===== src/rtl/half_sub_pkg.sv =====
// Shared definitions for the half subtractor: default counter width and
// the packed {diff, borrow} result encoding.
package half_sub_pkg;

    localparam int COUNT_W_DEFAULT = 16;

    typedef struct packed {
        logic diff;
        logic borrow;
    } sub_result_t;

endpackage


===== src/rtl/half_subtractor_core.sv =====
// Pure combinational half subtractor: computes a - b as {diff, borrow}.
module half_subtractor_core
    import half_sub_pkg::*;
(
    input  logic        a,
    input  logic        b,
    output sub_result_t result
);

    assign result.diff   = a ^ b;
    assign result.borrow = ~a & b;

endmodule


===== src/rtl/half_subtractor.sv =====
// Half subtractor with registered copies of the result, selectable output
// timing and a saturating count of clock edges that saw a borrow.
module half_subtractor
    import half_sub_pkg::*;
#(
    parameter bit REGISTER_OUTPUTS = 1'b0,
    parameter int COUNT_W          = COUNT_W_DEFAULT
)
(
    input  logic               clk,
    input  logic               rst_n,
    input  logic               a,
    input  logic               b,
    output logic               diff,
    output logic               borrow,
    output logic               diff_q,
    output logic               borrow_q,
    output logic [COUNT_W-1:0] borrow_count
);

    sub_result_t comb;

    half_subtractor_core u_core (
        .a      (a),
        .b      (b),
        .result (comb)
    );

    // Counter holds at all-ones instead of wrapping back to zero.
    always_ff @(posedge clk or negedge rst_n) begin
        if (!rst_n) begin
            diff_q       <= 1'b0;
            borrow_q     <= 1'b0;
            borrow_count <= '0;
        end else begin
            diff_q   <= comb.diff;
            borrow_q <= comb.borrow;
            if (comb.borrow && (borrow_count != {COUNT_W{1'b1}})) begin
                borrow_count <= borrow_count + COUNT_W'(1);
            end
        end
    end

    generate
        if (REGISTER_OUTPUTS) begin : g_reg_out
            assign diff   = diff_q;
            assign borrow = borrow_q;
        end else begin : g_comb_out
            assign diff   = comb.diff;
            assign borrow = comb.borrow;
        end
    endgenerate

endmodule


===== config.mk =====
export PLATFORM = sky130hd
export DESIGN_NAME = half_subtractor
export DESIGN_NICKNAME = d
export VERILOG_FILES = /design/src/rtl/half_sub_pkg.sv /design/src/rtl/half_subtractor_core.sv /design/src/rtl/half_subtractor.sv
export SDC_FILE = /design/constraint.sdc
export NUM_CORES = 1
export LEC_CHECK = 0
export CAP_MARGIN = 0
export CORE_AREA = 8 8 53 55
export DETAILED_ROUTE_END_ITERATION = 12
export DIE_AREA = 0 0 61 63
export PLACE_DENSITY = 0.72
export REMOVE_ABC_BUFFERS = 1
export SLEW_MARGIN = 15
export SYNTH_ARGS = -nofsm -noshare
export SYNTH_HDL_FRONTEND = slang
export SYNTH_SLANG_ARGS = --single-unit

===== constraint.sdc =====
create_clock -name clk -period 2.27 [get_ports clk]
set_input_delay 0.454 -clock clk [delete_from_list [all_inputs] [get_ports clk]]
set_output_delay 0.454 -clock clk [all_outputs]
set_load 0.1 [all_outputs]

After elaboration in Yosys (flattened, before gate mapping). Cells that the tools add are included.

Add/subtract/negate cells: 1. Reductions and logical operators: 1. Bitwise gates (word level): 3. Equality and inequality tests: 1.

Operators with widths (number): 16-bit by 1-bit adder with 16-bit output (second input constant) (1); 16-bit != test (second input constant) (1); 1-bit bitwise AND (1); 1-bit logical AND (1); 1-bit NOT (1); 1-bit bitwise XOR (1).

Register bits: 18. Input bits: 4. Output and inout port bits: 20. Logic and storage cells: 9.

Longest topological paths before layout.
Word-level depth: 3. Gate-level depth with buffers: 6. Depth with buffers taken out: 6.

Cells and area by module. From an unflattened synthesis, not the netlist that was laid out.

Cells, all modules: 77. Area total of the unflattened synthesis: 929.6 sq um.

By module, submodules not included: half_subtractor (area each 909.6 sq um, cells an instance 74, instances 1); half_subtractor_core (area each 20.0 sq um, cells an instance 3, instances 1).

Worst setup path before layout. OpenSTA, ideal clock, no wires.

Path type: reg-to-reg. From: register borrow_count[9]. To: register borrow_count[1]. Cell stages (with the launch flop): 5. Period minus slack after synthesis: 2390 ps. Library setup time: 126 ps. Data arrival time: 2264 ps. Path slack: -120 ps. Path through: dfrtp_1 -> nand3_2 -> or4_4 -> nand2_2 -> mux2_4.

Word-level cells in the longest chain between the ends: 2.

RTL lines: start: declaration (line half_subtractor.sv:18) `output logic [COUNT_W-1:0] borrow_count`; start signal: assignment (line half_subtractor.sv:39) `borrow_count <= borrow_count + COUNT_W'(1);`; 16-bit != test (line half_subtractor.sv:38) `if (comb.borrow && (borrow_count != {COUNT_W{1'b1}})) begin`; 1-bit logical AND (line half_subtractor.sv:38).

Every way passes these cells. A chain may end at the register's enable or synchronous reset.

Final worst setup path.
From: input a. To: output diff.

Word-level cells in the longest chain between the ends: 1.

RTL lines: start: declaration (line half_subtractor.sv:12) `input logic a,`; 1-bit bitwise XOR (line half_subtractor_core.sv:10) `assign result.diff = a ^ b;`; end: declaration (line half_subtractor.sv:14) `output logic diff,`.

Every way passes these cells.

==> Implementation_results.wiki <==
{| class="wikitable"
! Metric !! Value
|-
| Post-route clock skew || about 0.0065 ns
|-
| Count leader, synth || sky130_fd_sc_hd__dfrtp_1
|-
| Reported leakage power || 0.5526 nW
|-
| Cell at the root of the clock tree || sky130_fd_sc_hd__clkbuf_4
|-
| Top-level I/O count || 24
|-
| Average footprint of a synthesized cell || 11.12 sq um
|-
| Resized cells post-CTS || 0
|-
| Initial antenna violation count || 0
|-
| Max-cap viol count || 0
|-
| Part of the total power dissipated in the clock network || 16.0%
|-
| Clk pin slew, worst setup/hold paths || approximately 0.10 ns
|-
| Gpl congestion || between 0.7 and 0.8
|-
| Max Clk Rate || 510.0 MHz
|-
| Cell internal power dissipation || between 0.0006 and 0.0007 W
|-
| Worst Path Class, Setup || in -> out
|-
| Area taken by flip-flops and latches || about 450 sq um
|-
| Horizontal extent of the die || 61 um
|-
| Antenna Nets Post-Route || 0
|-
| Outcome || complete, no violations
|-
| Core Region || slightly above 0.002 sq mm
|-
| Layout Area Growth over Synthesis || 33.19%
|-
| Total negative setup slack || 0 ns
|-
| Cell accounting for the most synthesized area || sky130_fd_sc_hd__dfrtp_1
|-
| CTS HTree Levels || 1
|-
| Count of flip-flops with a built-in enable after synthesis || 0
|-
| Remaining DRCs || 0
|-
| Starting Density || roughly 43%
|-
| Post-synthesis sequential element count || 18
|-
| Layout cell share with drive strength beyond 1 || between 30 and 40%
|-
| Die area || ~0.0038 sq mm
|-
| Crit path capture type || output port
|-
| Main synth FF type || sky130_fd_sc_hd__dfrtp_1
|-
| Register-to-register setup slack || roughly 0.48 ns
|-
| Worst setup slack before clock tree synthesis || roughly 0.17 ns
|-
| Source of the critical timing path || a
|-
| Post-DP HPWL || 1.393 mm
|-
| Slew of the pin with the lowest slew margin || approximately 0.57 ns
|-
| Mean routed wirelength per cell || 13.65 um
|-
| Number of clock sinks || 18
|-
| Final critical delay including setup and external delays || between 1.5 and 2 ns
|-
| Setup violators final || 0
|-
| Number of nets in the layout || between 100 and 150
|-
| Unrepaired setup endpoints after global routing || no
|-
| Share of total power in sequential cells || 35.4%
|-
| Chip Height || between 60 and 70 um
|-
| Buffers inserted by post-CTS timing repair || 0
|-
| Maximum number of pins on one net before global-route repair || 19
|-
| CTS hold repair buffers || 0
|-
| Type of origin of the critical path || primary input
|-
| Required time worst endpoint || approximately 1.8 ns
|-
| Top fanout value on the critical path || 2
|-
| Post-DP Area || 0.001134 sq mm
|-
| Total number of yosys warnings || 0
|-
| GRT overflow || 0
|-
| Max rail drop VDD || about 0.0013 V
|-
| Switching power share of the total || 50.94%
|-
| Rows || 17
|-
| Max-slew violation total from the final report || 0
|-
| Total Routed Length || between 1.5 and 2 mm
|-
| Summed instance area of the synthesized netlist || 878.3 sq um
|-
| Final Cell Area || between 0.001 and 0.0015 sq mm
|-
| Total Power || between 0.001 and 0.0015 W
|-
| CTS Buffer Depth || 2
|-
| Via-to-Cell Ratio || 5.206
|-
| Pre-Repair DR Iteration Count || 4
|-
| Critical register-to-register path startpoint || borrow_count[12]$_DFFE_PN0P_
|-
| Syn Inst Count || between 70 and 80
|-
| Global-route wire length before repair || approximately 3.2 mm
|-
| Fraction of registers with async set or reset after synthesis || 100.0%
|-
| Total power density per cell area || 1059 mW/mm^2
|-
| Vias in the first global route || 690
|-
| Share of the clock period used by the worst path after layout || roughly 86%
|-
| Hold Violations, Final || 0
|-
| Buffers on Ports || 23
|-
| Switching power || roughly 0.00063 W
|-
| Arrival @ worst endpoint || approximately 1.5 ns
|-
| Via Count || approximately 710
|-
| Cells taking the most area after synthesis || sky130_fd_sc_hd__dfrtp_1 51%, sky130_fd_sc_hd__mux2_2 5.1%, sky130_fd_sc_hd__xnor2_1 5.0%, sky130_fd_sc_hd__nand4_1 3.6%, sky130_fd_sc_hd__o21ai_0 3.4%
|-
| Number of diodes || 0
|-
| HP Class || in -> async
|-
| Worst-skew pair later-pin latency || approximately 0.3 ns
|-
| Worst max-slew margin expressed relative to the limit || between 60% and 70%
|-
| Multi-input gate area in the final layout || 412.9 sq um
|-
| CTS tree || built
|-
| Library cells used by synthesis || 24
|-
| Setup slack of the critical path after layout || slightly above 0.3 ns
|-
| Area share of the largest cell type after synthesis || 51.28%
|-
| Capture instance of the worst register-to-register path || borrow_count[1]$_DFFE_PN0P_
|-
| Sequential cell area fraction in the yosys report || between 50% and 60%
|-
| Total clock buffers created by CTS || 3
|-
| Synth cell count leaders || 18 x sky130_fd_sc_hd__dfrtp_1, 6 x sky130_fd_sc_hd__nand2_1, 6 x sky130_fd_sc_hd__o21ai_0
|-
| Length in cells of the worst reg-to-reg path || 4
|-
| Fill cell count || around 190
|-
| Combinational Power Share || slightly below 50%
|-
| Combined global-route utilization of all metal layers || a little over a tenth
|-
| Number of DRC markers after the initial detailed-route iteration || 25
|}
-- kinds of logic after synthesis --
| group | after synthesis | synth area share [%] |
|---|---|---|
| buffers and inverters | 4 | 1.709 |
| and+or+nand+nor | 34 | 23.79 |
| DFF | 18 | 51.28 |
| adders and majority gates | 2 | 2.849 |
| xor gates and xnor gates | 8 | 7.978 |
| muxes | 5 | 6.837 |
| AOI/OAI and AO/OA | 8 | 5.556 |
-- flip-flops by register name (all words and copies together), names as in the netlist --
| name | count |
|---|---|
| borrow_count | 16 |
| diff_q | 1 |
| borrow_q | 1 |
-- metal layers --
layer | track usage (%) | wire length [um] | up-vias
li1 | - | - | 347
met1 | 14.13 | 838 | 336
met2 | 14.42 | 843 | 20
met3 | 3.704 | 139 | 5
met4 | 4.373 | 36 | 0
met5 | 0 | 0 | -
-- critical path, cell delays in order --
cell and delay, ns:
sky130_fd_sc_hd__clkdlybuf4s50_1 0.45, sky130_fd_sc_hd__inv_1 0.04, sky130_fd_sc_hd__ha_1 0.27, sky130_fd_sc_hd__inv_1 0.11, sky130_fd_sc_hd__buf_12 0.18
-- power groups by stage --
stage | Combinational, W | Sequential, W | Clock (W)
after floorplan | 0.000108 | 0.000798 | 0
after global placement | 0.000605 | 0.000441 | 0
after detailed placement | 0.000608 | 0.000444 | 0
after CTS | 0.000609 | 0.000438 | 0.000206
after global routing | 0.000629 | 0.000447 | 0.000216
final | 0.000603 | 0.000439 | 0.000198
-- per-stage QoR --
stage	std cells	utilization [%]	hold WS, ns
floorplan	79	-	0.1584
global placement	132	54.94	0.5007
detailed placement	132	54.94	0.5185
CTS	136	56.70	0.4715
global route	136	56.70	0.4924
finish	136	56.70	0.4660
-- layout by cell type (no fill, tap or decap) --
cell	count
sky130_fd_sc_hd__and2_1	1
sky130_fd_sc_hd__and3_1	3
sky130_fd_sc_hd__and4_1	1
sky130_fd_sc_hd__buf_12	2
sky130_fd_sc_hd__buf_4	20
sky130_fd_sc_hd__clkbuf_4	3
sky130_fd_sc_hd__clkbuf_8	1
sky130_fd_sc_hd__clkdlybuf4s50_1	3
sky130_fd_sc_hd__dfrtp_1	18
sky130_fd_sc_hd__ha_1	2
sky130_fd_sc_hd__inv_1	4
sky130_fd_sc_hd__mux2_2	4
sky130_fd_sc_hd__mux2_4	1
sky130_fd_sc_hd__nand2_1	6
sky130_fd_sc_hd__nand2_2	1
sky130_fd_sc_hd__nand2b_1	1
sky130_fd_sc_hd__nand3_1	5
sky130_fd_sc_hd__nand3_2	1
sky130_fd_sc_hd__nand4_1	5
sky130_fd_sc_hd__nand4_4	1
sky130_fd_sc_hd__nor2_1	2
sky130_fd_sc_hd__nor3_1	3
sky130_fd_sc_hd__nor4_1	3
sky130_fd_sc_hd__o21ai_0	6
sky130_fd_sc_hd__o32a_1	1
sky130_fd_sc_hd__o41ai_1	1
sky130_fd_sc_hd__or4_4	1
sky130_fd_sc_hd__xnor2_1	5
sky130_fd_sc_hd__xor2_1	3
-- how the worst max path moves through the flow --
stage                              endpoint  cells past startpoint
6_report                               diff                      5
2_1_floorplan   borrow_count[1]$_DFFE_PN0P_                      4
3_3_place_gp   borrow_count[14]$_DFFE_PN0P_                      6
3_5_place_dp   borrow_count[14]$_DFFE_PN0P_                      6
5_1_grt                                diff                      5
4_1_cts                                diff                      5
-- layout make-up --
type / instances / area share, %
Inverter: 4 / 1.283
Timing Repair Buffer: 25 / 18.82
Clock buffer: 4 / 3.102
Sequential cell: 18 / 38.50
Tap cell: 28 / 2.995
Multi-Input combinational cell: 57 / 35.29
(Power assumes the default switching activity.)
